[src/rtl/bus_reg_pkg.sv]
`default_nettype none
// ============================================================================
// Module   : bus_reg_pkg
// Purpose  : Shared constants, FSM encoding and request record for the
//            bus register responder.
// Revision : 1.0 - initial release
// ============================================================================
package bus_reg_pkg;

   localparam int c_REG_W = 32;
   localparam int c_NBYTE = 4;
   localparam int c_IDX_W = 6;

   localparam logic [1:0] c_IDLE = 2'd0;
   localparam logic [1:0] c_WAIT = 2'd1;
   localparam logic [1:0] c_RESP = 2'd2;

   typedef struct packed {
      logic                  we;
      logic                  hit;
      logic [c_IDX_W-1:0]    idx;
      logic [c_NBYTE-1:0]    sel;
      logic [c_REG_W-1:0]    dat;
   } req_t;

endpackage
`default_nettype wire

[src/rtl/bus_reg_responder_if.sv]
`default_nettype none
// ============================================================================
// Module   : bus_reg_responder_if
// Purpose  : Single-beat stb/ack/err register bus between CPU and responder.
// Revision : 1.0 - initial release
// ============================================================================
interface bus_reg_responder_if;

   logic        stb;
   logic        we;
   logic [31:0] adr;
   logic [3:0]  sel;
   logic [31:0] dat_i;
   logic [31:0] dat_o;
   logic        ack;
   logic        err;

   modport master (
      output stb, we, adr, sel, dat_i,
      input  dat_o, ack, err
   );

   modport slave (
      input  stb, we, adr, sel, dat_i,
      output dat_o, ack, err
   );

endinterface
`default_nettype wire

[src/rtl/bus_reg_responder_reg32_be.sv]
`default_nettype none
// ============================================================================
// Module   : reg32_be
// Purpose  : 32-bit register with per-byte bus enables and a full-word
//            hardware load; bus-enabled bytes win over the hardware word.
// Revision : 1.0 - initial release
// ============================================================================
module reg32_be
   import bus_reg_pkg::*;
#(
   parameter logic [31:0] RESET_VAL = 32'h0
) (
   input  wire logic                clk,
   input  wire logic                rst,
   input  wire logic [c_NBYTE-1:0]  i_wr_be,
   input  wire logic [c_REG_W-1:0]  i_wr_d,
   input  wire logic                i_hw_we,
   input  wire logic [c_REG_W-1:0]  i_hw_d,
   output logic [c_REG_W-1:0]       o_q
);

   logic [c_REG_W-1:0] r_q;

   always_ff @(posedge clk or posedge rst) begin
      if (rst) begin
         r_q <= RESET_VAL;
      end else begin
         for (int i = 0; i < c_NBYTE; i++) begin
            if (i_wr_be[i])
               r_q[8*i +: 8] <= i_wr_d[8*i +: 8];
            else if (i_hw_we)
               r_q[8*i +: 8] <= i_hw_d[8*i +: 8];
         end
      end
   end

   assign o_q = r_q;

endmodule
`default_nettype wire

[src/rtl/bus_reg_responder.sv]
`default_nettype none
// ============================================================================
// Module   : bus_reg_responder
// Purpose  : Bus responder for NREG 32-bit control/status registers with
//            hardware load path. Define BUS_REG_WAIT_EN for an extra WAIT
//            cycle between request and response.
// Revision : 1.0 - initial release
// ============================================================================
module bus_reg_responder
   import bus_reg_pkg::*;
#(
   parameter int          NREG      = 8,
   parameter logic [31:0] BASE      = 32'hFFFF_0000,
   parameter logic [31:0] RESET_VAL = 32'h0
) (
   input  wire logic                    clk,
   input  wire logic                    rst,
   bus_reg_responder_if.slave           bus,
   input  wire logic [NREG-1:0]         hw_we,
   input  wire logic [NREG*c_REG_W-1:0] hw_d,
   output logic [NREG*c_REG_W-1:0]      q
);

   localparam int c_IW = $clog2(NREG);

   logic [1:0]         r_state;
   logic               r_ack;
   logic               r_err;
   logic [c_REG_W-1:0] r_dat_o;
   req_t               w_live;
   req_t               w_cmt;
   logic               w_enter_resp;
   logic [c_REG_W-1:0] w_q [NREG];

   assign w_live.we  = bus.we;
   assign w_live.hit = (bus.adr[31:c_IW+2] == BASE[31:c_IW+2]) &&
                       (bus.adr[1:0] == 2'b00);
   assign w_live.idx = c_IDX_W'(bus.adr[c_IW+1:2]);
   assign w_live.sel = bus.sel;
   assign w_live.dat = bus.dat_i;

`ifdef BUS_REG_WAIT_EN
   // Request is held in a register so the commit sees stable values in WAIT.
   req_t r_req;

   always_ff @(posedge clk or posedge rst) begin
      if (rst)
         r_req <= '0;
      else if (r_state == c_IDLE && bus.stb)
         r_req <= w_live;
   end

   assign w_cmt        = r_req;
   assign w_enter_resp = (r_state == c_WAIT);
`else
   assign w_cmt        = w_live;
   assign w_enter_resp = (r_state == c_IDLE) && bus.stb;
`endif

   always_ff @(posedge clk or posedge rst) begin
      if (rst) begin
         r_state <= c_IDLE;
         r_ack   <= 1'b0;
         r_err   <= 1'b0;
         r_dat_o <= '0;
      end else begin
         r_ack   <= 1'b0;
         r_err   <= 1'b0;
         r_dat_o <= '0;
         case (r_state)
            c_IDLE: begin
               if (bus.stb) begin
`ifdef BUS_REG_WAIT_EN
                  r_state <= c_WAIT;
`else
                  r_state <= c_RESP;
`endif
               end
            end
            c_WAIT:  r_state <= c_RESP;
            c_RESP:  r_state <= c_IDLE;
            default: r_state <= c_IDLE;
         endcase
         // Read data is sampled before any same-edge hardware load lands.
         if (w_enter_resp) begin
            r_ack   <= w_cmt.hit;
            r_err   <= ~w_cmt.hit;
            r_dat_o <= (w_cmt.hit && !w_cmt.we) ? w_q[w_cmt.idx[c_IW-1:0]] : '0;
         end
      end
   end

   for (genvar k = 0; k < NREG; k++) begin : g_reg
      logic [c_NBYTE-1:0] w_be;

      assign w_be = (w_enter_resp && w_cmt.we && w_cmt.hit &&
                     (w_cmt.idx == c_IDX_W'(k))) ? w_cmt.sel : '0;

      reg32_be #(
         .RESET_VAL (RESET_VAL)
      ) u_reg (
         .clk     (clk),
         .rst     (rst),
         .i_wr_be (w_be),
         .i_wr_d  (w_cmt.dat),
         .i_hw_we (hw_we[k]),
         .i_hw_d  (hw_d[c_REG_W*k +: c_REG_W]),
         .o_q     (w_q[k])
      );

      assign q[c_REG_W*k +: c_REG_W] = w_q[k];
   end

   assign bus.ack   = r_ack;
   assign bus.err   = r_err;
   assign bus.dat_o = r_dat_o;

endmodule
`default_nettype wire

[src/flat_wrapper.sv]
// flat-port wrapper written by rule: the top's interface ports become plain ports
module bus_reg_responder_flat import bus_reg_pkg::*;
#(
   parameter int          NREG      = 8,
   parameter logic [31:0] BASE      = 32'hFFFF_0000,
   parameter logic [31:0] RESET_VAL = 32'h0
)
  (clk, rst, hw_we, hw_d, q, bus_stb, bus_we, bus_adr, bus_sel, bus_dat_i, bus_dat_o, bus_ack, bus_err);
  bus_reg_responder_if bus_i ();
  input  wire logic clk;
  input  wire logic rst;
  input  wire logic [NREG-1:0] hw_we;
  input  wire logic [NREG*c_REG_W-1:0] hw_d;
  output logic [NREG*c_REG_W-1:0] q;
  input wire logic [$bits(bus_i.stb)-1:0] bus_stb;
  input wire logic [$bits(bus_i.we)-1:0] bus_we;
  input wire logic [$bits(bus_i.adr)-1:0] bus_adr;
  input wire logic [$bits(bus_i.sel)-1:0] bus_sel;
  input wire logic [$bits(bus_i.dat_i)-1:0] bus_dat_i;
  output wire logic [$bits(bus_i.dat_o)-1:0] bus_dat_o;
  output wire logic [$bits(bus_i.ack)-1:0] bus_ack;
  output wire logic [$bits(bus_i.err)-1:0] bus_err;
  assign bus_i.stb = bus_stb;
  assign bus_i.we = bus_we;
  assign bus_i.adr = bus_adr;
  assign bus_i.sel = bus_sel;
  assign bus_i.dat_i = bus_dat_i;
  assign bus_dat_o = bus_i.dat_o;
  assign bus_ack = bus_i.ack;
  assign bus_err = bus_i.err;
  bus_reg_responder #(.NREG(NREG), .BASE(BASE), .RESET_VAL(RESET_VAL)) u_core (.clk(clk), .rst(rst), .bus(bus_i), .hw_we(hw_we), .hw_d(hw_d), .q(q));
endmodule
[config.mk]
export PLATFORM = sky130hd
export DESIGN_NAME = bus_reg_responder_flat
export DESIGN_NICKNAME = d
export VERILOG_FILES = /design/src/rtl/bus_reg_pkg.sv /design/src/rtl/bus_reg_responder_if.sv /design/src/rtl/bus_reg_responder_reg32_be.sv /design/src/rtl/bus_reg_responder.sv /design/src/flat_wrapper.sv
export SDC_FILE = /design/constraint.sdc
export NUM_CORES = 1
export LEC_CHECK = 0
export CAP_MARGIN = 15
export CORE_AREA = 4 4 240 242
export DETAILED_ROUTE_END_ITERATION = 8
export DIE_AREA = 0 0 244 246
export SLEW_MARGIN = 10
export SYNTH_ARGS = -nofsm -noshare
export SYNTH_HDL_FRONTEND = slang
export SYNTH_HIERARCHICAL = 1
export SYNTH_SLANG_ARGS = --single-unit
[constraint.sdc]
create_clock -name clk -period 3.6 [get_ports clk]
set_input_delay 1.08 -clock clk [delete_from_list [all_inputs] [get_ports clk]]
set_output_delay 1.08 -clock clk [all_outputs]
set_load 0.02 [all_outputs]
After elaboration in Yosys (flattened, before gate mapping):

Cells that the tools add are included.

* input bits: 336
* logic and storage cells: 179
* register bits after elaboration: 292

* reduce and logical (&&, ||, !) cells: 49
* equal/unequal tests: 10
* bitwise gates (word level): 2
* order comparisons: 1
* mux-type cells: 81

Operators by type and width (count)
* $mux W8: 64
* $mux W32: 4
* $bmux W32 S3: 1
* $reduce_bool A2 Y1: 32
* $mux W4: 8
* $eq A27 B27 Y1 const B: 1
* $logic_and A1 B1 Y1: 13
* $eq A3 B3 Y1 const B: 4
* $eq A3 B2 Y1 const B: 2
* $logic_not A6 Y1: 1
* $ge A4 B4 Y1 const B: 1
* $logic_not A2 Y1: 2
* $not A3 Y4: 1
* $pmux W2 S2: 1
* $eq A3 B1 Y1 const B: 1
* $eq A2 B1 Y1 const B: 1
* $mux W1: 2
* $mux W2: 1
* $ne A2 B2 Y1 const B: 1
* $logic_not A1 Y1: 1
* $not A1 Y1: 1

Logic depth before layout (Yosys ltp):

* depth after elaboration: 7
* mapped depth: 8
* gate-level depth less buffers: 5

Modules after synthesis:

Netlist, hierarchy kept.

By module, submodules not included
* reg32_be: seq. area each 800.8 um2, area an instance 1496.4 um2, instances 8, cells an instance 137
* bus_reg_responder: seq. area each 875.8 um2, area an instance 3497.1 um2, instances 1, cells an instance 265

Worst setup path after synthesis:

No wires, ideal clock.

* path type: input to register
* from: input bus_adr[1]
* to: register u_core.g_reg[0].u_reg.r_q[0]
* slack: 347 ps
* setup time: 124 ps
* stages: 7
* buffers on the path: 3
* data arrival time: 3129 ps
* data required time: 3476 ps
* cells stage by stage: or3_1 > or4_4 > buf_6 > buf_6 > nor4_1 > clkbuf_2 > o21ai_1

* longest elaborated chain between the ends: 6

RTL lines
* start: declaration: line flat_wrapper.sv:17 `input wire logic [$bits(bus_i.adr)-1:0] bus_adr;`
* $logic_not A2 Y1 (*): line bus_reg_responder.sv:37 `(bus.adr[1:0] == 2'b00);`
* $logic_and A1 B1 Y1 (*): line bus_reg_responder.sv:36 `assign w_live.hit = (bus.adr[31:c_IW+2] == BASE[31:c_IW+2]) &&`
* $logic_and A1 B1 Y1 (*) (2 in a row): line bus_reg_responder.sv:96 `assign w_be = (w_enter_resp && w_cmt.we && w_cmt.hit &&`
* $mux W4 (*): line bus_reg_responder.sv:97 `(w_cmt.idx == c_IDX_W'(k))) ? w_cmt.sel : '0;`
* named net u_core.g_reg[0].w_be[0]: line bus_reg_responder.sv:94 `logic [c_NBYTE-1:0] w_be;`
* $mux W8 / $reduce_bool A2 Y1 (equally long branches)
* end signal: indexed assignment: line bus_reg_responder_reg32_be.sv:30 `r_q[8*i +: 8] <= i_wr_d[8*i +: 8];`
* end signal: indexed assignment: line bus_reg_responder_reg32_be.sv:32 `r_q[8*i +: 8] <= i_hw_d[8*i +: 8];`
* end: declaration: line bus_reg_responder_reg32_be.sv:22 `logic [c_REG_W-1:0] r_q;`

The timed path passes the listed nets; every way through them passes the cells marked *.
A chain may end at the register's enable or synchronous reset.

Final worst setup path:

* from: input bus_adr[0]
* to: register u_core.g_reg[2].u_reg.r_q[23]

* longest elaborated chain between the ends: 6

RTL lines (line)
* $logic_not A2 Y1 (*): bus_reg_responder.sv:37
* $logic_and A1 B1 Y1 (*): bus_reg_responder.sv:36
* $logic_and A1 B1 Y1 (*) (2 in a row): bus_reg_responder.sv:96
* $mux W4 (*): bus_reg_responder.sv:97
* named net u_core.g_reg[2].w_be[2]: bus_reg_responder.sv:94
* $mux W8 / $reduce_bool A2 Y1 (equally long branches)
* end signal: indexed assignment: bus_reg_responder_reg32_be.sv:30
* end signal: indexed assignment: bus_reg_responder_reg32_be.sv:32
* end: declaration: bus_reg_responder_reg32_be.sv:22

Marks and branches as above.

==> metrics.csv <==
stage,metric,value,unit
hold_path,worstHoldStart,u_core/r_state[1],
synthesis,yosysSeqAreaShare,47.1,%
cts,cts_tree,yes,
synthesis,ys_ff_latch,291,
synthesis,avgSynthCellArea,11.4,um2
placed_design,port-buffer-count,625,
worst_setup_path,cp.required,4.06,ns
synthesis,synth_edf_count,0,
routing,via_per_inst,5.13,
synthesis,synthCells,1361,
routing,avgRoutedWirePerCell,28.0,um
die,pin_count,626,
synthesis,ys_warn_count,6,
die,dieArea,0.0600,mm2
timing,clock_skew,0.0127,ns
grt,grt_max_degree,67,
job,drv_cap,0,
worst_setup_path,crit_top_cell,buf_4,
cells_and_area,multi_input_area,0.00741,mm2
die,core,0.0551,mm2
power_and_ir_drop,p_total,0.0100,W
cts,clk_pin_slew,0.06,ns
cts,h-tree-depth,2,
power_and_ir_drop,irDropWorstVdd,247,uV
timing,fin_setup_tns,0,ns
worst_setup_path,reg2reg_from,u_core/r_state[1],
synthesis,async_flop_share,100,%
power_and_ir_drop,power_density,420,mW/mm2
routing,ant_nets,0,
worst_setup_path,cp_slowest_cell,or4_4,
worst_setup_path,crit_buf_inv,3,
timing,clock.fmax,340,MHz
cells_and_area,final_area,0.0239,mm2
timing,max_slew_margin,46.1,%
cells_and_area,final_common_cell,clkdlybuf4s50_1,
cts,clock_latency,0.54,ns
worst_setup_path,worstReg2RegEnd,u_core/g_reg[6].u_reg/o_q[29],
timing,worst_pin_slew,0.809,ns
worst_setup_path,r2r_cells,6,
synthesis,ys_types,30,
cells_and_area,syn2layout_area_growth,54.2,%
worst_setup_path,path_delay_family,simple AND/OR/NAND/NOR gates,
timing,rsz0062_at_grt,no,
cells_and_area,n_fill_cell,5301,
placed_design,dpl.hpwl,59.6,mm
timing,finalSetupViolations,0,
hold_path,holdPathEnd,u_core/bus.ack,
hold_path,holdPathStages,1,
synthesis,synth_nets,1697,
grt,gr-total-overflow,0,
worst_setup_path,ff2ff_setup_slack,1.42,ns
die,row_count,86,
cells_and_area,drive_gt1_share,13.0,%
worst_setup_path,path_cells,"clkdlybuf4s50_1, or3_1, or4_4, buf_4, nor4_2, buf_4, nand2_1, o21ai_1",
worst_setup_path,cpPeakStageDelay,0.53,ns
worst_setup_path,arrival,3.40,ns
timing,finalHoldViolCount,0,
routing,vias,14253,
placed_design,placed_cells,2713,
die,start_util,28.1,%
cells_and_area,layout_common_cells,"614 x clkdlybuf4s50_1, 291 x dfrtp_1, 288 x mux2i_1",
hold_path,min_path_type,register to register,
worst_setup_path,crit_path_end_kind,register,
grt,grt_pass1_wl,110,mm
cts,clk_root_buffer_cell,clkbuf_16,
timing,slew_violations,0,
routing,drc,0,
die,die_w,244,um
synthesis,synth_flop_cell,dfrtp_1,
worst_setup_path,critPathKind,input pin to register,
cts,cts.sink_count,291,
die,fp.dieH,246,um
placed_design,placed_area,0.0227,mm2
synthesis,synth_area,0.0155,mm2
cts,cts_resized,0,
routing,wl,77.6,mm
cells_and_area,ff_latch_area,0.00728,mm2
cells_and_area,nets,2339,
grt,grt_usage,25.0,%
cts,hold_buffers,0,
run_status,outcome,"complete, no violations",
routing,drt_iter0_markers,1162,
grt,antenna_found_initial,8,
cts,post-cts-setup-buffers,0,
timing,whs,0.511,ns
placed_design,gp_congestion,0.929,
power_and_ir_drop,power.leakage,9.64,nW
cells_and_area,final_cells,2777,
timing,fin_crit_sh,81.8,%
cts,cts-buffers-inserted,36,
grt,grt_pass1_vias,15194,
timing,period_minus_slack,2.95,ns
cts,clockBufferDepth,3,
worst_setup_path,crit_fanout,12,
worst_setup_path,cp-start-kind,input pin,
routing,first_pass_iters,5,
-- stage by stage --
| stage | setup WS [ns] | util [%] |
|---|---|---|
| 2_1_floorplan | 0.347 | - |
| 3_3_place_gp | 0.113 | 41.2 |
| 3_5_place_dp | 0.108 | 41.2 |
| 4_1_cts | 0.691 | 43.3 |
| 5_1_grt | 0.597 | 43.3 |
| 6_report | 0.655 | 43.3 |
-- metal layers --
| layer | vias up | track usage [%] | wire length (um) |
|---|---|---|---|
| met2 | 770 | 43.5 | 39000 |
| met5 | - | 0 | 54 |
| met1 | 7121 | 30.5 | 30100 |
| li1 | 6225 | - | - |
| met4 | 8 | 8.56 | 2600 |
| met3 | 129 | 5.75 | 5890 |
-- flip-flops by register name (all words and copies together), names as in the netlist --
name and count:
u_core/g.u_reg/o_q 256, u_core/bus.ack 1, u_core/bus.dat_o 32, u_core/bus.err 1
u_core/r_state 1
-- how the worst max path moves through the flow --
stage	slack [ns]	cells after the start	startpoint	end
floorplan	0.35	7	bus_adr[1]	u_core/g_reg[0].u_reg/o_q[0]
global placement	0.11	6	bus_adr[1]	u_core/bus.dat_o[19]
detailed placement	0.11	8	bus_adr[0]	u_core/g_reg[2].u_reg/o_q[19]
CTS	0.69	8	bus_adr[0]	u_core/g_reg[2].u_reg/o_q[19]
global route	0.60	7	bus_stb	u_core/g_reg[6].u_reg/o_q[29]
finish	0.65	8	bus_adr[0]	u_core/g_reg[2].u_reg/o_q[23]
-- layout make-up --
class / instances / share of cell area (%)
Multi-Input combinational cell: 955 / 31.1
Sequential cell: 291 / 30.5
Timing Repair Buffer: 705 / 29.4
Clock buffer: 48 / 4.31
Tap cell: 748 / 3.92
Clock inverter: 13 / 0.551
Inverter: 14 / 0.220
Antenna cell: 3 / 0.0315
-- cell usage after synthesis, drive strengths merged, types with 2 or more instances --
| cell | count | area share [%] |
|---|---|---|
| buf | 61 | 4.8 |
| nand2 | 258 | 6.3 |
| mux4 | 64 | 9.3 |
| o21ai | 256 | 8.3 |
| nor4 | 66 | 3.1 |
| dfrtp | 291 | 47 |
| or4 | 2 | 0.12 |
| mux2i | 288 | 19 |
| nand4b | 3 | 0.17 |
| clkbuf | 40 | 1.2 |
| nor3b | 2 | 0.097 |
| nor2b | 2 | 0.081 |
| nand3 | 3 | 0.097 |
| inv | 14 | 0.34 |
| nand4 | 4 | 0.16 |
-- worst reg2reg max path: stages (launching register included) --
cell and delay, ns:
dfrtp_1 0.40, nor3b_1 0.41, nand2_1 0.36, nor4_2 0.49, buf_12 0.21, nand2_1 0.13
o21ai_1 0.12
-- logic make-up after synthesis --
group	count (synthesis)	share of synthesized area (%)
muxes	352	28.0
and+or+nand+nor	346	10.3
DFF	291	47.1
AOI/OAI and AO/OA	257	8.33
buffers and inverters	115	6.32
-- where the power goes --
group	leakage, nW	internal (W)	switching [W]	total, W
registers	3.48	0.00356	0.000315	0.00388
clock network	0.570	0.00215	0.00148	0.00363
logic	5.59	0.00126	0.00125	0.00251
Note: power is estimated with default switching activity, not from simulation.
